`src/rtl/operand_frame_loader.sv`:
```
// operand_frame_loader
//   Serial-to-parallel front end for the function-evaluation stage. A framed
//   serial stream (MSB first, operands a,b,c,d,e in that order) is assembled in
//   a shift register. A completed frame is handed to a registered valid/ready
//   output stage. The shift register keeps accepting bits while the output
//   stage holds the previous frame, which gives one frame of buffering.
//
// Ports
//   clk        system clock, rising edge
//   rst        synchronous active-high reset
//   ser_in     serial data bit
//   ser_valid  ser_in valid this cycle
//   ser_start  with ser_valid: this bit is the first bit of a frame
//   a..e       assembled operands, held stable while out_valid=1
//   out_valid  operand set available
//   out_ready  downstream accepts (transfer on out_valid & out_ready)
//   frame_err  1-cycle pulse: frame aborted by an early ser_start
//   overflow   1-cycle pulse: completed frame dropped, output still occupied
//
// state | meaning
// IDLE  | waiting for a start bit; bits without ser_start are ignored
// SHIFT | inside a frame; bit_cnt holds the number of bits accepted so far

module operand_frame_loader #(
   parameter int WIDTH = 1
) (
   input  logic             clk,
   input  logic             rst,
   input  logic             ser_in,
   input  logic             ser_valid,
   input  logic             ser_start,
   output logic [WIDTH-1:0] a,
   output logic [WIDTH-1:0] b,
   output logic [WIDTH-1:0] c,
   output logic [WIDTH-1:0] d,
   output logic [WIDTH-1:0] e,
   output logic             out_valid,
   input  logic             out_ready,
   output logic             frame_err,
   output logic             overflow
);

   localparam int FLEN = 5 * WIDTH;
   localparam int CW   = $clog2(FLEN + 1);

   typedef enum logic {
      IDLE  = 1'b0,
      SHIFT = 1'b1
   } state_t;

   state_t          state;
   logic [CW-1:0]   bit_cnt;
   logic [FLEN-1:0] shift_reg;

   logic            accept;
   logic            complete;
   logic            transfer;
   logic [CW-1:0]   cnt_next;
   logic [FLEN-1:0] sr_next;

   always_comb begin
      // A start bit always begins a new frame, aborted or not.
      accept   = ser_valid && (ser_start || (state == SHIFT));
      cnt_next = ser_start ? CW'(1) : bit_cnt + CW'(1);
      sr_next  = {shift_reg[FLEN-2:0], ser_in};
      complete = accept && (cnt_next == CW'(FLEN));
      transfer = out_valid && out_ready;
   end

   always_ff @(posedge clk) begin
      if (rst) begin
         state     <= IDLE;
         bit_cnt   <= '0;
         shift_reg <= '0;
         a         <= '0;
         b         <= '0;
         c         <= '0;
         d         <= '0;
         e         <= '0;
         out_valid <= 1'b0;
         frame_err <= 1'b0;
         overflow  <= 1'b0;
      end else begin
         frame_err <= ser_valid && ser_start && (state == SHIFT);
         overflow  <= 1'b0;

         if (accept) begin
            shift_reg <= sr_next;
            if (complete) begin
               bit_cnt <= '0;
               state   <= IDLE;
            end else begin
               bit_cnt <= cnt_next;
               state   <= SHIFT;
            end
         end

         // A transfer in the completion cycle frees the slot for the new frame,
         // so out_valid stays high without a bubble.
         if (complete) begin
            if (!out_valid || out_ready) begin
               {a, b, c, d, e} <= sr_next;
               out_valid       <= 1'b1;
            end else begin
               overflow <= 1'b1;
            end
         end else if (transfer) begin
            out_valid <= 1'b0;
         end
      end
   end

endmodule
```
`config.mk`:
```
export PLATFORM = sky130hd
export DESIGN_NAME = operand_frame_loader
export DESIGN_NICKNAME = d
export VERILOG_FILES = /design/src/rtl/operand_frame_loader.sv
export SDC_FILE = /design/constraint.sdc
export NUM_CORES = 1
export LEC_CHECK = 0
export CAP_MARGIN = 10
export CORE_AREA = 4 4 47 49
export CTS_BUF_LIST = sky130_fd_sc_hd__clkbuf_8
export DETAILED_ROUTE_END_ITERATION = 10
export DIE_AREA = 0 0 51 53
export PLACE_DENSITY = 0.6
export SLEW_MARGIN = 25
export SYNTH_ARGS = -nofsm -noshare
export SYNTH_HDL_FRONTEND = slang
export SYNTH_SLANG_ARGS = --single-unit
```
`constraint.sdc`:
```
create_clock -name clk -period 1.76 [get_ports clk]
set_clock_uncertainty 0.2 [all_clocks]
set_input_delay 0.44 -clock clk [delete_from_list [all_inputs] [get_ports clk]]
set_output_delay 0.44 -clock clk [all_outputs]
set_load 0.03 [all_outputs]
```
== Word-level counts from Yosys, hierarchy flattened ==
Cells that the tools add are included.
Word-level totals
  output and inout port bits: 8
  logic and storage cells: 34
  input port bits: 6
  register bits after elaboration: 16
Cells by class
  add/sub/neg operators: 1
  equality and inequality tests: 2
  reduce and logical (&&, ||, !) cells: 12
  bitwise logic cells: 1
  muxes and demuxes: 7
Operators by type and width (number)
  two-way mux 3 bit: 2
  logical AND 1 bit: 5
  two-way mux 1 bit: 5
  AND reduction 2 bit: 2
  adder 3 x 1 -> 3 bit, second input constant: 1
  == test 3 bit, second input constant: 1
  logical OR 1 bit: 2
  inequality test 2 x 1 -> 1 bit, second input constant: 1
  nonzero test 2 bit: 1
  OR reduction 2 bit: 1
  logical NOT 1 bit: 1
  inverter 1 bit: 1

== Longest topological paths before layout ==
Gate-level depths: netlist (run 1).
  depth after elaboration: 6
  mapped depth: 4
  gate-level depth less buffers: 4

== Worst setup path before layout (run 1) ==
OpenSTA, ideal clock, no wires.
  path kind: register -> register
  from: register bit_cnt[0]
  to: register a
  cell stages (with the launch flop): 5
  arrival time: 1.529 ns
  data required time: 1.488 ns
  clock period less this slack: 1.801 ns
  path slack: -0.041 ns
  path buffers: 0
  library setup time: 0.072 ns
  path through: dfxtp_1 -> ha_1 -> nand4bb_1 -> nor4b_4 -> mux2i_1
Between the ends
  word-level cells in the longest chain between the ends: 5
Ends and longest elaborated chain
  from (decl): RTL line 52  | logic [CW-1:0] bit_cnt;
  from (signal assigned): RTL line 93  | bit_cnt <= cnt_next;
  adder 3 x 1 -> 3 bit: RTL line 64  | cnt_next = ser_start ? CW'(1) : bit_cnt + CW'(1);
  two-way mux 3 bit: RTL line 64
  == test 3 bit: RTL line 66  | complete = accept && (cnt_next == CW'(FLEN));
  logical AND 1 bit: RTL line 66
  AND reduction 2 bit (no source line)
  to (signal assigned): RTL line 102  | {a, b, c, d, e} <= sr_next;
  to (decl): RTL line 32  | output logic [WIDTH-1:0] a,
No other way between the ends.
A chain may end at the register's enable or synchronous reset.

== Final worst setup path (run 1) ==
  from: register bit_cnt[0]
  to: register d
Between the ends
  word-level cells in the longest chain between the ends: 5
Ends and longest elaborated chain
  adder 3 x 1 -> 3 bit: RTL line 64
  two-way mux 3 bit: RTL line 64
  == test 3 bit: RTL line 66
  logical AND 1 bit: RTL line 66
  AND reduction 2 bit (no source line)
  to (signal assigned): RTL line 102
  to (decl): RTL line 35  | output logic [WIDTH-1:0] d,
No other way between the ends.

==> results of run 1 <==
==> how the worst min path moves through the flow <==
stage / from / end / slack (ns) / cells after the start
2_1_floorplan: shift_reg[3] / shift_reg[3] / 0.24 / 2
3_3_place_gp: shift_reg[3] / shift_reg[3] / 0.24 / 2
3_5_place_dp: shift_reg[3] / shift_reg[3] / 0.25 / 2
4_1_cts: shift_reg[3] / shift_reg[3] / 0.26 / 2
5_1_grt: shift_reg[3] / shift_reg[3] / 0.29 / 2
6_report: shift_reg[3] / shift_reg[3] / 0.26 / 2
==> cell type report <==
| class | count | area share [%] |
|---|---|---|
| multi-input cells | 51 | 38.3 |
| flip-flops and latches | 16 | 33.4 |
| repair buffers | 21 | 19.9 |
| clock buffers | 3 | 4.24 |
| well taps | 27 | 3.47 |
| inverters | 2 | 0.770 |
==> synth_stat cells <==
cell | instances | area share, %
o21ai_0 | 3 | 2.2
xnor2_1 | 1 | 1.3
nor4b_4 | 1 | 3.5
and3_1 | 1 | 0.92
mux2i_1 | 5 | 7.4
a21oi_1 | 8 | 5.9
nor2_1 | 1 | 0.55
dfxtp_1 | 16 | 47
or3_1 | 1 | 0.92
ha_1 | 1 | 1.8
nor3b_1 | 1 | 1.1
nor3_1 | 1 | 0.73
and4b_1 | 1 | 1.5
buf_2 | 1 | 0.73
nand4bb_1 | 1 | 1.7
o21a_1 | 1 | 1.1
inv_1 | 2 | 1.1
clkbuf_1 | 2 | 1.1
o32ai_1 | 1 | 1.3
nand2_1 | 9 | 5.0
o21ai_1 | 1 | 0.73
nand3b_1 | 1 | 1.1
o311ai_0 | 1 | 1.3
nand2b_1 | 11 | 10
==> through the flow <==
step,utilization (%),cell area (um^2),TNS [ns],hold slack [ns]
5_1_grt,52.4,975,0,0.293
2_1_floorplan,-,711,0,0.237
4_1_cts,52.0,968,0,0.263
6_report,52.4,975,0,0.262
3_5_place_dp,50.2,935,-3.38,0.255
3_3_place_gp,50.2,935,-3.21,0.245
==> timing repair <==
| item | in CTS | in global routing |
|---|---|---|
| gates resized for setup | 12 | 2 |
| setup endpoints to repair | 14 | 12 |
| pin swaps | 0 | 2 |
==> power groups by stage <==
stage / Sequential (mW) / Clock [mW] / Combinational, mW
6_report: 0.381 / 0.269 / 0.0879
3_5_place_dp: 0.389 / 0 / 0.0871
4_1_cts: 0.381 / 0.284 / 0.0874
5_1_grt: 0.383 / 0.288 / 0.0974
2_1_floorplan: 0.389 / 0 / 0.0471
3_3_place_gp: 0.389 / 0 / 0.0869
==> cell usage in the layout (no fill, tap or decap), drive strengths merged, types with 2 or more instances in the layout <==
| cell type | count |
|---|---|
| a21oi | 8 |
| nand2b | 11 |
| dfxtp | 16 |
| inv | 2 |
| clkdlybuf4s50 | 3 |
| buf | 8 |
| o21ai | 4 |
| clkbuf | 3 |
| mux2i | 5 |
| dlygate4sd2 | 9 |
| nand2 | 9 |
==> worst max-delay path, stage by stage (launching register included) <==
cell       delay (ns)
dfxtp_4          0.36
ha_4             0.21
nand4bb_4        0.21
nor4b_4          0.22
buf_4            0.19
mux2i_1          0.19
==> routing by layer <==
metal	GRT usage, %	vias to the layer above
met5	0	-
met3	3.10	5
met4	8.07	0
met2	17.2	12
li1	-	290
met1	13.6	257
==> cell families after synthesis <==
| group | share of synthesized area (%) |
|---|---|
| AOI/OAI and AO/OA | 12.5 |
| xor gates and xnor gates | 1.29 |
| adders and majority gates | 1.84 |
| buffers and inverters | 2.94 |
| DFF | 47.1 |
| muxes | 7.35 |
| and+or+nand+nor | 27.0 |
==> key figures, run 1 <==
Outcome
  • Outcome: finished clean

Global route
  • Gr usage total: 11.3%
  • GRT Residual Overflow: 0
  • First-pass GRT wire length: 2280 um
  • Initial antenna violation count: 0
  • Vias in the first global route: 549
  • Largest net degree at the start of global routing: 22

Setup path
  • CP endpoint: d
  • Crit Path Class: flop to flop
  • CP required: 1.73 ns
  • Worst Path Arrival: 1.63 ns
  • Reg2reg end: d
  • CP startpoint: bit_cnt[0]
  • CP Launch Type: flop
  • CP Capture Type: flop
  • R2R depth: 5
  • Maximum net fanout on the critical path: 5
  • Reg-to-reg startpoint: bit_cnt[0]
  • R2R Setup Slk: 0.10 ns

Logic synthesis
  • Avg Cell Area, Syn: 9.45 um^2
  • Syn Inst Count: 72
  • Register area share after synthesis: 47.1%
  • Post-synthesis cell area: 681 um^2
  • YS warnings: 0
  • Post-synthesis register bit count: 16
  • Post-synth cell types: 24
  • Post-synth net total: 79

Drt
  • Vias after detailed routing: 564
  • Routed length on met1: 622 um
  • WL per Instance: 10.8 um
  • Initial drt markers: 5
  • Post-route ant nets: 0
  • Routed wire length: 1300 um
  • Vias/cell: 4.70
  • Top Layer Used: met4
  • DRC Markers: 0
  • Wire length on met2: 557 um
  • First-pass iteration count of the detailed router: 4
  • Met3 WL: 71 um

Timing
  • Final hold violations: 0
  • Period utilization: 94.1%
  • Worst Setup Slack, final: 0.103 ns
  • Worst slew pin tran: 0.522 ns
  • RSZ-0062 raised after global routing: false
  • Tmin final: 1.66 ns
  • Final Max Tran Viols: 0
  • Max frequency: 604 MHz
  • Rel. slew slack: 64.9%
  • Finish-stage setup viols: 0

CTS
  • CTS tree: yes
  • Clock Path Buffers: 2
  • Worst-skew pair later-pin latency: 0.25 ns
  • Total CTS buffers: 3
  • CTS sink cnt: 16
  • Clk pin slew, worst setup/hold paths: 0.06 ns
  • Root buf cell: clkbuf_8
  • Hold_buf cts: 0
  • Post-CTS setup buffer count: 0
  • Number of H-tree levels: 1

Finish
  • Non-Filler Instances: 120
  • Layout fillers: 192
  • Nets: 102
  • Multi-input logic area: 373 um^2
  • Area delta synth->final: 43.2%
  • FF/Latch Area: 325 um^2
  • Antenna Cells: 0
  • Max reg flops: 4
  • Share of cells above drive strength 1: 18.3%

Die
  • Core ar.: 1860 um^2
  • Ports: 14
  • Row count: 16
  • Full die area: 2700 um^2
  • Die Ht: 53 um
  • Die X: 51 um
  • Initial Utilization: 36.6%

Pwr
  • Sw Share: 22.5%
  • Leak: 0.381 nW
  • Clock share of power: 36.4%
  • Internal: 572 uW
  • Power Total: 739 uW
  • Seq pwr share: 51.6%
  • Combinational Power Share: 11.9%
  • Net Sw Power: 167 uW
  • Maximum vdd drop: 0.444 mV
  • Power per cell area: 758 nW/um^2

Place
  • Detailed placement HPWL: 958 um
  • Pre-CTS WS: -0.333 ns
  • Dpl cells: 117
  • GP Congestion: 0.749
  • IO buf count: 13

Job
  • Max_cap viols: 0

Min path
  • Hold WC Path Type: flop to flop
(Power assumes the default switching activity.)
==> run 2, diff against run 1 <==
--- a/config.mk
+++ b/config.mk
@@ -10,6 +10,7 @@
 export CTS_BUF_LIST = sky130_fd_sc_hd__clkbuf_8
 export DETAILED_ROUTE_END_ITERATION = 10
 export DIE_AREA = 0 0 51 53
+export HOLD_SLACK_MARGIN = 0.15
 export PLACE_DENSITY = 0.6
 export SLEW_MARGIN = 25
 export SYNTH_ARGS = -nofsm -noshare
==> results of run 2 <==
Final layout, timing and power as in run 1 (identical DEF).
==> run 3, diff against run 2 <==
--- a/config.mk
+++ b/config.mk
@@ -5,13 +5,14 @@
 export SDC_FILE = /design/constraint.sdc
 export NUM_CORES = 1
 export LEC_CHECK = 0
+export ABC_AREA = 1
 export CAP_MARGIN = 10
-export CORE_AREA = 4 4 47 49
+export CORE_AREA = 4 4 49 51
 export CTS_BUF_LIST = sky130_fd_sc_hd__clkbuf_8
 export DETAILED_ROUTE_END_ITERATION = 10
-export DIE_AREA = 0 0 51 53
+export DIE_AREA = 0 0 53 55
 export HOLD_SLACK_MARGIN = 0.15
-export PLACE_DENSITY = 0.6
+export PLACE_DENSITY = 0.59
 export SLEW_MARGIN = 25
 export SYNTH_ARGS = -nofsm -noshare
 export SYNTH_HDL_FRONTEND = slang
==> run 3 against run 2 <==
- critical path depth down 4
- cell area grew 3.3%
- combinational power increased by 50%
- total power increased by 14%
- utilization down 0.48 points
- sequential power increased by 3%
- register-to-register slack gained 0.07 ns
- cell count up 21%
- routed wire length up 9.5%
- largest cell class unchanged
==> key figures, run 3 <==
Outcome
  • Outcome: finished clean

Finish
  • Max reg flops: 4 (unchanged)
  • Most common cell after layout, fill and taps aside: inv_1
  • Nets: 126 (+24%)
  • Layout fillers: 211 (+9.9%)
  • Most frequent cells in the layout: inv_1, nand2_1, dfxtp_1, nor2_1, dlygate4sd2_1
  • Share of cells above drive strength 1: 17.8% (-0.48 points)
  • Fin util: 51.9% (-0.48 points)
  • Antenna Cells: 0 (unchanged)
  • Area delta synth->final: 35.8%
  • Non-Filler Instances: 145 (+21%)

Logic synthesis
  • Count leader, synth: inv_1
  • Post-synth top area share: 43.2% (-3.9 points)
  • Ys flop type: dfxtp_1
  • Post-synth cell types: 21 (-13%)
  • Syn Inst Count: 96 (+33%)
  • Register area share after synthesis: 43.2% (-3.9 points)
  • Post-synthesis cell area: 742 um^2 (+9.0%)
  • YS warnings: 0 (unchanged)
  • Main area contributors after synthesis: dfxtp_1, inv_1, nand2_1, nor2_1, nor2_8
  • Post-synth top area cell: dfxtp_1
  • Commonest cells post-synth: inv_1, dfxtp_1, nand2_1
  • Post-synth net total: 103 (+30%)
  • Avg Cell Area, Syn: 7.73 um^2 (-18%)
  • Async SR Flop Fraction: 0% (unchanged)
  • EDFF count, synth: 0 (unchanged)
  • Post-synthesis register bit count: 16 (unchanged)

Setup path
  • CP required: 1.12 ns (-0.61 ns)
  • Crit-path slowest cell: dlygate4sd2_1
  • CP Launch Type: flop
  • Worst Path Buf+Inv: 1 (unchanged)
  • Critical path cell sequence: dlygate4sd2_1
  • CP Capture Type: primary output
  • Critical Path Max Stage Delay: 0.40 ns (+0.04 ns)
  • Crit-path leading delay family: buffers and inverters
  • Maximum net fanout on the critical path: 2 (-3)
  • Worst Path Arrival: 0.99 ns (-0.64 ns)
  • Crit Path Class: flop to primary output

Global route
  • Gr usage total: 12.6% (+1.4 points)
  • Largest net degree at the start of global routing: 12 (-45%)
  • Initial antenna violation count: 0 (unchanged)
  • Vias in the first global route: 604 (+10%)
  • First-pass GRT wire length: 2620 um (+15%)
  • GRT Residual Overflow: 0 (unchanged)

Drt
  • WL per Instance: 9.80 um (-9.4%)
  • Routed wire length: 1420 um (+9.5%)
  • Vias/cell: 4.59 (-2.3%)
  • Vias after detailed routing: 666 (+18%)
  • DRC Markers: 0 (unchanged)
  • Initial drt markers: 13 (+8)
  • First-pass iteration count of the detailed router: 4 (unchanged)
  • Post-route ant nets: 0 (unchanged)

Die
  • Core ar.: 1940 um^2 (+4.3%)
  • Row count: 16 (unchanged)
  • Die X: 53 um (+3.9%)
  • Full die area: 2920 um^2 (+7.8%)
  • Initial Utilization: 38.2% (+1.6 points)
  • Die Ht: 55 um (+3.8%)
  • Ports: 14 (unchanged)

Place
  • Pre-CTS WS: -0.208 ns (+0.125 ns)
  • GP Congestion: 0.809 (+8.0%)
  • Detailed placement HPWL: 1130 um (+18%)
  • IO buf count: 13 (unchanged)
  • Dpl cells: 141 (+21%)

Timing
  • Final Max Tran Viols: 0 (unchanged)
  • Finish-stage setup viols: 0 (unchanged)
  • Worst Setup Slack, final: 0.130 ns (+0.0265 ns)
  • Worst slew pin tran: 0.334 ns (-0.188 ns)
  • Max frequency: 614 MHz (+1.6%)
  • Final hold violations: 0 (unchanged)
  • RSZ-0062 raised after global routing: false
  • Tmin final: 1.63 ns (-0.0265 ns)
  • Rel. slew slack: 77.6% (+13 points)
  • Period utilization: 92.6% (-1.5 points)
  • Setup_tns: 0 ns (unchanged)

Pwr
  • Leak: 0.485 nW (+27%)
  • Power per cell area: 838 nW/um^2 (+11%)
  • Power Total: 844 uW (+14%)
  • Maximum vdd drop: 0.561 mV (+27%)

CTS
  • Clock Path Buffers: 2 (unchanged)
  • Clk pin slew, worst setup/hold paths: 0.06 ns (about the same)
  • Post-CTS setup buffer count: 0 (unchanged)
  • Worst-skew pair later-pin latency: 0.25 ns (about the same)
  • CTS sink cnt: 16 (unchanged)
  • Hold_buf cts: 0 (unchanged)
  • Root buf cell: clkbuf_8
  • Total CTS buffers: 3 (unchanged)
  • PostCTS Resize Cnt: 8 (-4)
  • CTS tree: yes
  • Number of H-tree levels: 1 (unchanged)

Min path
  • Hold WC Path Type: flop to flop

Job
  • Max_cap viols: 0 (unchanged)
[run 3: changes by cell type after synthesis, sizes merged, moves of 2 or more]
cell,before,now
o21ai,4,8
nor2,1,17
nand4,0,6
nand2b,11,0
inv,2,19
nand2,9,17
a21oi,8,6
mux2i,5,0
[run 3: through the flow]
step	cell area, um^2	hold slack, ns
floorplan	742	0.230
global placement	960	0.252
detailed placement	960	0.252
CTS	1000	0.268
global route	1010	0.285
finish	1010	0.266
[run 3: routing by layer]
layer	track usage [%]	up-vias	share of wire (%)
met1	14.6	289	46
met3	2.68	5	5.0
met2	20.9	21	46
met4	8.94	0	3.0
met5	0	-	0
li1	-	351	-
[run 3: cells by family (layout without fill, tap and decap cells)]
kind of cell               Yosys count  count (layout)  synth area share, %
and+or+nand+nor                     42              42                 32.0
AOI/OAI and AO/OA                   16              16                 12.5
DFF                                 16              16                 43.2
adders and majority gates            1               1                 1.69
buffers and inverters               21              43                 10.6
[run 3: path summary, 6_finish.rpt]
path,from,end,slack (ns),depth (start not counted)
setup / recovery,d,d,0.13,1
hold / removal,shift_reg[3],shift_reg[3],0.27,2
setup reg to reg,bit_cnt[0],c,0.17,7
hold reg to reg,shift_reg[3],shift_reg[3],0.27,2
[run 3: layout make-up]
cell class	count	area (um^2)	share of cell area [%]
Multi-Input combinational cell	59	343	34.0
Timing Repair Buffer	19	180	17.9
Tap cell	27	33.8	3.35
Sequential cell	16	320	31.8
Clock buffer	4	55.1	5.47
Inverter	20	75.1	7.45
[run 3: report_power, final]
part	total [mW]	switching [mW]	internal, mW
Clock	0.320	0.122	0.198
Sequential	0.392	0.0119	0.380
Combinational	0.132	0.0760	0.0559
Total	0.844	0.210	0.635
